===== src/rtl/mskaes_128bits_host_ctrl.sv =====
// rtl/mskaes_128bits_host_ctrl.sv - host-side initiator for the masked round-based AES-128 core
//
// Collects an unmasked key and plaintext as 32-bit words and splits each into
// d shares with fresh randomness. It then issues one encryption to the masked
// core, recombines the shared ciphertext and streams it back as 32-bit words.
// It also reports how many cycles the core took.
//
// Ports:
//   clk, rst                       clock, synchronous active-high reset
//   in_valid/in_ready/in_data      host words: 4 key then 4 plaintext, MSW first
//   out_valid/out_ready/out_data   ciphertext words, MSW first
//   rnd_share                      fresh masks: key slices low half, plaintext slices high half
//   lat_cycles                     issue-to-cipher_valid cycles of the last encryption
//   core_valid_in/core_ready       issue handshake towards the core
//   core_cipher_valid              core completion strobe
//   core_sh_key/core_sh_plaintext  share-major sharings (share j at [128*j +: 128])
//   core_sh_ciphertext             share-major shared ciphertext from the core

module mskaes_128bits_host_ctrl #(
   parameter int d     = 2,
   parameter int LAT_W = 8
) (
   input  logic                   clk,
   input  logic                   rst,
   input  logic                   in_valid,
   output logic                   in_ready,
   input  logic [31:0]            in_data,
   output logic                   out_valid,
   input  logic                   out_ready,
   output logic [31:0]            out_data,
   input  logic [256*(d-1)-1:0]   rnd_share,
   output logic [LAT_W-1:0]       lat_cycles,
   output logic                   core_valid_in,
   input  logic                   core_ready,
   input  logic                   core_cipher_valid,
   output logic [128*d-1:0]       core_sh_plaintext,
   output logic [128*d-1:0]       core_sh_key,
   input  logic [128*d-1:0]       core_sh_ciphertext
);

   typedef enum logic [2:0] {
      S_IDLE,
      S_SHARE,
      S_ISSUE,
      S_BUSY,
      S_OUT
   } state_t;

   state_t             state_q;
   logic [2:0]         cnt_q;
   logic [127:0]       key_q;
   logic [127:0]       pt_q;
   logic [127:0]       ct_q;
   logic [128*d-1:0]   sh_key_q;
   logic [128*d-1:0]   sh_pt_q;
   logic [LAT_W-1:0]   lat_cnt_q;
   logic [LAT_W-1:0]   lat_q;
   logic               in_ready_q;
   logic               out_valid_q;
   logic               core_valid_q;

   logic [128*d-1:0]   sh_key_d;
   logic [128*d-1:0]   sh_pt_d;
   logic [127:0]       ct_d;
   logic [LAT_W-1:0]   lat_d;
   logic [6:0]         word_lsb;

   // Word 0 of each 128-bit block is the most significant one.
   assign word_lsb = {~cnt_q[1:0], 5'd0};

   // Shares 1..d-1 are the raw mask slices; share 0 absorbs the value so the
   // XOR of all shares equals the unmasked data.
   always_comb begin
      sh_key_d        = '0;
      sh_pt_d         = '0;
      sh_key_d[127:0] = key_q;
      sh_pt_d[127:0]  = pt_q;
      for (int j = 1; j < d; j++) begin
         sh_key_d[128*j +: 128] = rnd_share[128*(j-1) +: 128];
         sh_pt_d[128*j +: 128]  = rnd_share[128*(d+j-2) +: 128];
         sh_key_d[127:0]        = sh_key_d[127:0] ^ rnd_share[128*(j-1) +: 128];
         sh_pt_d[127:0]         = sh_pt_d[127:0] ^ rnd_share[128*(d+j-2) +: 128];
      end
   end

   always_comb begin
      ct_d = '0;
      for (int j = 0; j < d; j++) begin
         ct_d = ct_d ^ core_sh_ciphertext[128*j +: 128];
      end
   end

   assign lat_d = (&lat_cnt_q) ? lat_cnt_q : lat_cnt_q + LAT_W'(1);

   always_ff @(posedge clk) begin
      if (rst) begin
         state_q      <= S_IDLE;
         cnt_q        <= '0;
         key_q        <= '0;
         pt_q         <= '0;
         ct_q         <= '0;
         sh_key_q     <= '0;
         sh_pt_q      <= '0;
         lat_cnt_q    <= '0;
         lat_q        <= '0;
         in_ready_q   <= 1'b1;
         out_valid_q  <= 1'b0;
         core_valid_q <= 1'b0;
      end else begin
         case (state_q)
            S_IDLE: begin
               if (in_valid && in_ready_q) begin
                  if (cnt_q[2]) pt_q[word_lsb +: 32]  <= in_data;
                  else          key_q[word_lsb +: 32] <= in_data;
                  cnt_q <= cnt_q + 3'd1;
                  if (cnt_q == 3'd7) begin
                     state_q    <= S_SHARE;
                     in_ready_q <= 1'b0;
                  end
               end
            end
            S_SHARE: begin
               // Masks are sampled here only; the plain copies are wiped.
               sh_key_q     <= sh_key_d;
               sh_pt_q      <= sh_pt_d;
               key_q        <= '0;
               pt_q         <= '0;
               core_valid_q <= 1'b1;
               state_q      <= S_ISSUE;
            end
            S_ISSUE: begin
               if (core_ready) begin
                  // Drop the sharings once the core owns them.
                  sh_key_q     <= '0;
                  sh_pt_q      <= '0;
                  core_valid_q <= 1'b0;
                  lat_cnt_q    <= '0;
                  state_q      <= S_BUSY;
               end
            end
            S_BUSY: begin
               if (core_cipher_valid) begin
                  ct_q        <= ct_d;
                  lat_q       <= lat_d;
                  out_valid_q <= 1'b1;
                  state_q     <= S_OUT;
               end else begin
                  lat_cnt_q <= lat_d;
               end
            end
            S_OUT: begin
               if (out_ready) begin
                  cnt_q <= cnt_q + 3'd1;
                  if (cnt_q == 3'd3) begin
                     cnt_q       <= '0;
                     ct_q        <= '0;
                     out_valid_q <= 1'b0;
                     in_ready_q  <= 1'b1;
                     state_q     <= S_IDLE;
                  end
               end
            end
            default: begin
               state_q <= S_IDLE;
            end
         endcase
      end
   end

   assign in_ready          = in_ready_q;
   assign out_valid         = out_valid_q;
   assign out_data          = ct_q[word_lsb +: 32];
   assign lat_cycles        = lat_q;
   assign core_valid_in     = core_valid_q;
   assign core_sh_key       = sh_key_q;
   assign core_sh_plaintext = sh_pt_q;

endmodule

===== config.mk =====
export PLATFORM = sky130hd
export DESIGN_NAME = mskaes_128bits_host_ctrl
export DESIGN_NICKNAME = d
export VERILOG_FILES = /design/src/rtl/mskaes_128bits_host_ctrl.sv
export SDC_FILE = /design/constraint.sdc
export NUM_CORES = 2
export LEC_CHECK = 0
export ABC_AREA = 1
export BUFFER_PORTS_ARGS = -buffer_cell sky130_fd_sc_hd__buf_2
export CORE_AREA = 2 2 436 438
export DETAILED_ROUTE_END_ITERATION = 10
export DIE_AREA = 0 0 438 440
export PLACE_DENSITY = 0.43
export REMOVE_ABC_BUFFERS = 1
export SETUP_SLACK_MARGIN = 0.5
export SLEW_MARGIN = 25
export SYNTH_ARGS = -nofsm -noshare
export SYNTH_HDL_FRONTEND = slang
export SYNTH_SLANG_ARGS = --single-unit

===== constraint.sdc =====
create_clock -name clk -period 2.1 [get_ports clk]
set_input_delay 0.42 -clock clk [delete_from_list [all_inputs] [get_ports clk]]
set_output_delay 0.42 -clock clk [all_outputs]
set_load 0.01 [all_outputs]

Word level (Yosys, flattened, before mapping):

Cells that the tools add are included.

* shifts and indexed selects: 3
* $add $sub $neg: 3
* eq/ne operators: 15
* bitwise gates (word level): 4
* reductions and logical operators: 17
* muxes and demuxes: 41

Operator list (number)
* one-hot mux 256 bit (2 select lines): 2
* 2-to-1 mux 128 bit: 7
* one-hot mux 128 bit (2 select lines): 3
* XOR 128 bit: 3
* bitwise mux 128 bit: 2
* 2-to-1 mux 256 bit: 1
* variable shift 32 x 9 -> 128 bit, first input constant: 1
* indexed part select 128 x 8 -> 32 bit: 1
* indexed part select 32 x 9 -> 128 bit: 1
* 2-to-1 mux 3 bit: 9
* 2-to-1 mux 8 bit: 3
* inequality test 2 bit, second input constant: 9
* one-hot mux 8 bit (2 select lines): 1
* one-hot mux 3 bit (5 select lines): 1
* AND reduction 3 bit: 4
* nonzero test 2 bit: 5
* == test 3 x 2 -> 1 bit, second input constant: 3
* negation 7 -> 9 bit: 1
* adder 8 x 1 -> 8 bit, second input constant: 1
* 2-to-1 mux 1 bit: 8
* AND reduction 8 bit: 1
* == test 3 bit, second input constant: 2
* one-hot mux 1 bit (2 select lines): 3
* one-hot mux 3 bit (2 select lines): 1
* 9 further kinds: 10

* register bits after elaboration: 921
* bits of input ports: 550
* logic and storage cells: 95
* output and inout bits: 555

Longest topological paths before layout:

* word-level depth: 7
* gate-level depth with buffers: 10
* mapped depth without buffers: 9

Worst setup path before layout:

Ideal clock, no wire load.

* path type: reg2reg
* from: register cnt_q[0]
* to: register key_q[24]
* clock period less this slack: 2.055 ns
* buffers on the path: 2
* slack: 0.045 ns
* data arrival time: 1.990 ns
* stages on the path, launching flop included: 10
* setup time: 0.065 ns
* data required time: 2.035 ns
* path through: dfxtp_1 > clkinv_1 > clkbuf_1 > ha_1 > inv_1 > nand3_1 > clkbuf_1 > nor3_1 > o21ai_0 > nor2_1

* longest elaborated chain between the ends: 7
* elaborated cells between the ends (all ways): 8
* classes of those cells: 1 x add/sub; 2 x shift; 4 x mux; 1 x bitwise

Ends and longest elaborated chain
* start: declaration: RTL line 50 `logic [2:0] cnt_q;`
* start signal: assignment: RTL line 115 `cnt_q <= cnt_q + 3'd1;`
* start signal: assignment: RTL line 153 `cnt_q <= cnt_q + 3'd1;`
* NOT 2 bit (*): RTL line 69 `assign word_lsb = {~cnt_q[1:0], 5'd0};`
* negation 7 -> 9 bit (*): RTL line 114 `else key_q[word_lsb +: 32] <= in_data;`
* indexed part select 32 x 9 -> 128 bit or variable shift 32 x 9 -> 128 bit (tied branches): RTL line 114
* bitwise mux 128 bit (*): RTL line 114
* 2-to-1 mux 128 bit (*): RTL line 113 `if (cnt_q[2]) pt_q[word_lsb +: 32] <= in_data;`
* 2-to-1 mux 128 bit (*): RTL line 112 `if (in_valid && in_ready_q) begin`
* one-hot mux 128 bit (2 select lines) (*): RTL line 110 `case (state_q)`
* end signal: indexed assignment: RTL line 114
* end: declaration: RTL line 51 `logic [127:0] key_q;`

Mark *: on every way between the ends. The rest lies on a longest branch, timed or not. The select of a mux whose other input is x is not followed.
A chain may end at the register's enable or synchronous reset.

Worst setup path after layout:

* from: register cnt_q[0]
* to: output out_data[0]

* longest elaborated chain between the ends: 2

Ends and longest elaborated chain
* NOT 2 bit: RTL line 69
* indexed part select 128 x 8 -> 32 bit: RTL line 172 `assign out_data = ct_q[word_lsb +: 32];`
* end: declaration: RTL line 30 `output logic [31:0] out_data,`

Every way passes these cells.

==> impl_results.md <==
* Row cnt at 160
* Area leader, netlist: dfxtp_1
* Clk Latency, worst-skew pair at roughly 0.76 ns
* Final worst slack at -0.391 ns
* Post-synth top cells: 1628 x nand2_1, 921 x dfxtp_1, 782 x a21oi_1
* Synth Instances at 5212
* Number of buffers created by CTS at roughly 110
* DIE AREA at 193000 sq um
* Main area contributors after synthesis: dfxtp_1 48%, nand2_1 16%, a21oi_1 10%
* Vias in the first global route at 39900
* # nets final at 7514
* Post-synthesis cell type count at 27
* Cell with the most instances after synthesis: nand2_1
* Final core occ at about a third
* Initial Util at ~20%
* IO buf count at 1104
* Peak supply drop at just under 0.0009 V
* RSZ-0062 raised after global routing: yes
* Reg clk slew, reported paths at about 0.06 ns
* WL/cell at between 20 and 25 um
* Initial DRC count at ~2200
* CP endpoint kind: output pin
* Root Driver: clkbuf_16
* Yosys top cell area share at between 40 and 50%
* Routability cong. at between 0.8 and 0.9
* Failing checks: setup timing
* Clock sink count at 921
* Routed Antenna Nets at 0
* Yosys warning total at 0
* Req. time, crit path at approximately 1.7 ns
* HP Class: in -> reg
* Post-synth EDFFs at 0
* Crit path max fanout at 8
* Via density at 4.24
* Primary flip-flop cell chosen by synthesis mapping: dfxtp_1
* GRT overflow at 0
* Peak Freq at ~400 MHz
* Final Setup Violations at 41
* First-pass GRT wire length at around 270 mm
* CTS tree: yes
* Clock Path Buffers at 3
* Yosys reg bits at ~920
* Fin. max-slew vios at 0
* Wirelength, routed at ~200 mm
* Crit path DAT at 2.07 ns
* Sequential element share of the synthesized area at between 40% and 50%
* Core ar. at approximately 190000 sq um
* Area growth from synthesis to layout at 62.1%
* Setup TNS at -11.37 ns
* Setup Skew at about 0.027 ns
* Pre-Repair DR Iteration Count at 5
* Netlist Area Pre-Place at approximately 38000 sq um
* Die W at 438 um
* Crit share post-route at 119%
* Status: complete, but fails checks
* WS Path Type: reg -> out
* Slew @ Worst Pin at slightly above 0.6 ns
* Total track usage at roughly 19%
* Max Cap Viol at 0
* Tmin final at between 2 and 2.5 ns
* Largest net degree at the start of global routing at between 70 and 80
* Post-DP HPWL at 129 mm
* Die Y-Extent at ~440 um
* Power per Cell Area at around 1200 nW/um^2
* Asr flop ratio synth at 0%
* Layout cells sized above 1 at 28.6%
* Setup WS pre-CTS at -0.161 ns
* Mean area per synthesized cell at 7.36 sq um
* Total vias in the final route at between 40000 and 50000
* Slew headroom at about three fifths
* Leakage at approximately 0.027 uW
* Startpoint types: flop
* Ports at roughly 1100
* Hold Fails Final Rpt at 0
* DRC viols at 0
* Hold_ws at about 0.09 ns
* Initial antenna violation count at 18
* H-tree levels at 3
-- worst paths after layout --
| kind | to | start | slack, ns | depth (start not counted) |
|---|---|---|---|---|
| max | out_data[0] | cnt_q[0] | -0.39 | 6 |
| max reg2reg | key_q[55] | cnt_q[1] | -0.04 | 12 |
| min | ct_q[48] | core_sh_ciphertext[176] | 0.09 | 4 |
| min reg2reg | core_sh_key[213] | core_sh_key[213] | 0.45 | 2 |
-- cells in the final DEF (no fill, tap or decap), types with 11 or more instances in the layout --
| cell type | netlist | routed |
|---|---|---|
| o22ai_2 | 0 | 18 |
| a21oi_1 | 782 | 753 |
| xor2_1 | 384 | 384 |
| clkbuf_1 | 160 | 25 |
| clkbuf_16 | 0 | 121 |
| nor2_1 | 602 | 464 |
| o21ai_2 | 0 | 46 |
| nand3_1 | 19 | 14 |
| buf_6 | 14 | 44 |
| a21oi_2 | 0 | 29 |
| dfxtp_1 | 921 | 915 |
| nand2_4 | 0 | 34 |
| buf_12 | 0 | 102 |
| o22ai_1 | 33 | 13 |
| nand2_1 | 1628 | 1560 |
| clkbuf_8 | 0 | 32 |
| buf_4 | 30 | 142 |
| nand2_2 | 7 | 37 |
| buf_16 | 0 | 59 |
| dlygate4sd3_1 | 0 | 510 |
| inv_1 | 219 | 212 |
| bufbuf_16 | 0 | 11 |
| nor3_2 | 0 | 19 |
| o21ai_0 | 204 | 89 |
| o21ai_1 | 4 | 64 |
| buf_8 | 0 | 18 |
| nor2_2 | 2 | 62 |
| buf_2 | 138 | 1086 |
| nor2_4 | 0 | 78 |
-- worst max-delay path: stages (launching register included) --
cell     delay (ns)
dfxtp_4        0.39
buf_12         0.15
buf_12         0.17
buf_16         0.17
o21ai_2        0.07
o22ai_2        0.20
buf_2          0.17
-- sequential cells by signal (all words and copies together) (netlist names), 3 cells and up --
signal,cells
lat_cycles,8
key_q,128
core_sh_key,256
pt_q,128
state_q,3
cnt_q,3
ct_q,128
lat_cnt_q,8
core_sh_plaintext,256
-- repair_timing --
action                      CTS  global route
cloned                       59            15
buffers inserted            113             9
hold endpoints to repair    635             0
pin swaps                   132            60
setup endpoints to repair  1469          1471
resized for setup           559           223
hold buffers                510             0
-- metal layers --
layer	share of wire, %	vias to the layer above	GRT usage (%)
li1	-	20000	-
met1	39	19100	22.1
met2	52	1207	35.8
met3	4.5	302	2.94
met4	4.1	0	8.10
met5	0	-	0
-- cell families (layout without fill, tap and decap cells) --
| logic type | count (synthesis) | in the layout | synth area share (%) |
|---|---|---|---|
| and+or+nand+nor | 2299 | 2301 | 22.8 |
| AOI/OAI and AO/OA | 1028 | 1028 | 13.5 |
| DFF | 921 | 921 | 48.0 |
| buffers and inverters | 573 | 2397 | 6.62 |
| xor gates and xnor gates | 385 | 385 | 8.79 |
| adders and majority gates | 6 | 6 | 0.196 |
| other | 0 | 9 | 0 |
-- metrics by stage --
| stage | instances | area, sq um | total power [uW] |
|---|---|---|---|
| 5_1_grt | 9555 | 62200 | 77800 |
| 2_1_floorplan | 4862 | 36700 | 30500 |
| 3_5_place_dp | 8652 | 47500 | 43600 |
| 4_1_cts | 9525 | 61000 | 74100 |
| 6_report | 9558 | 62200 | 74000 |
| 3_3_place_gp | 8652 | 47500 | 43600 |
-- power by group --
group          switching, uW  internal, uW
logic                  18300         13900
clock network           8120         11600
registers               2040         20100
-- layout make-up --
class                      instances  area (sq um)
fill                           20100        126000
tap                             2511          3140
multi-input combinational       3720         19400
clock inverter                    23           343
clock buffer                     168          3310
timing repair buffer            1982         16600
sequential                       921         18500
inverter                         223           882
antenna                            9          22.5
timing repair inverter             1          20.0
Note: power is estimated with default switching activity, not from simulation.
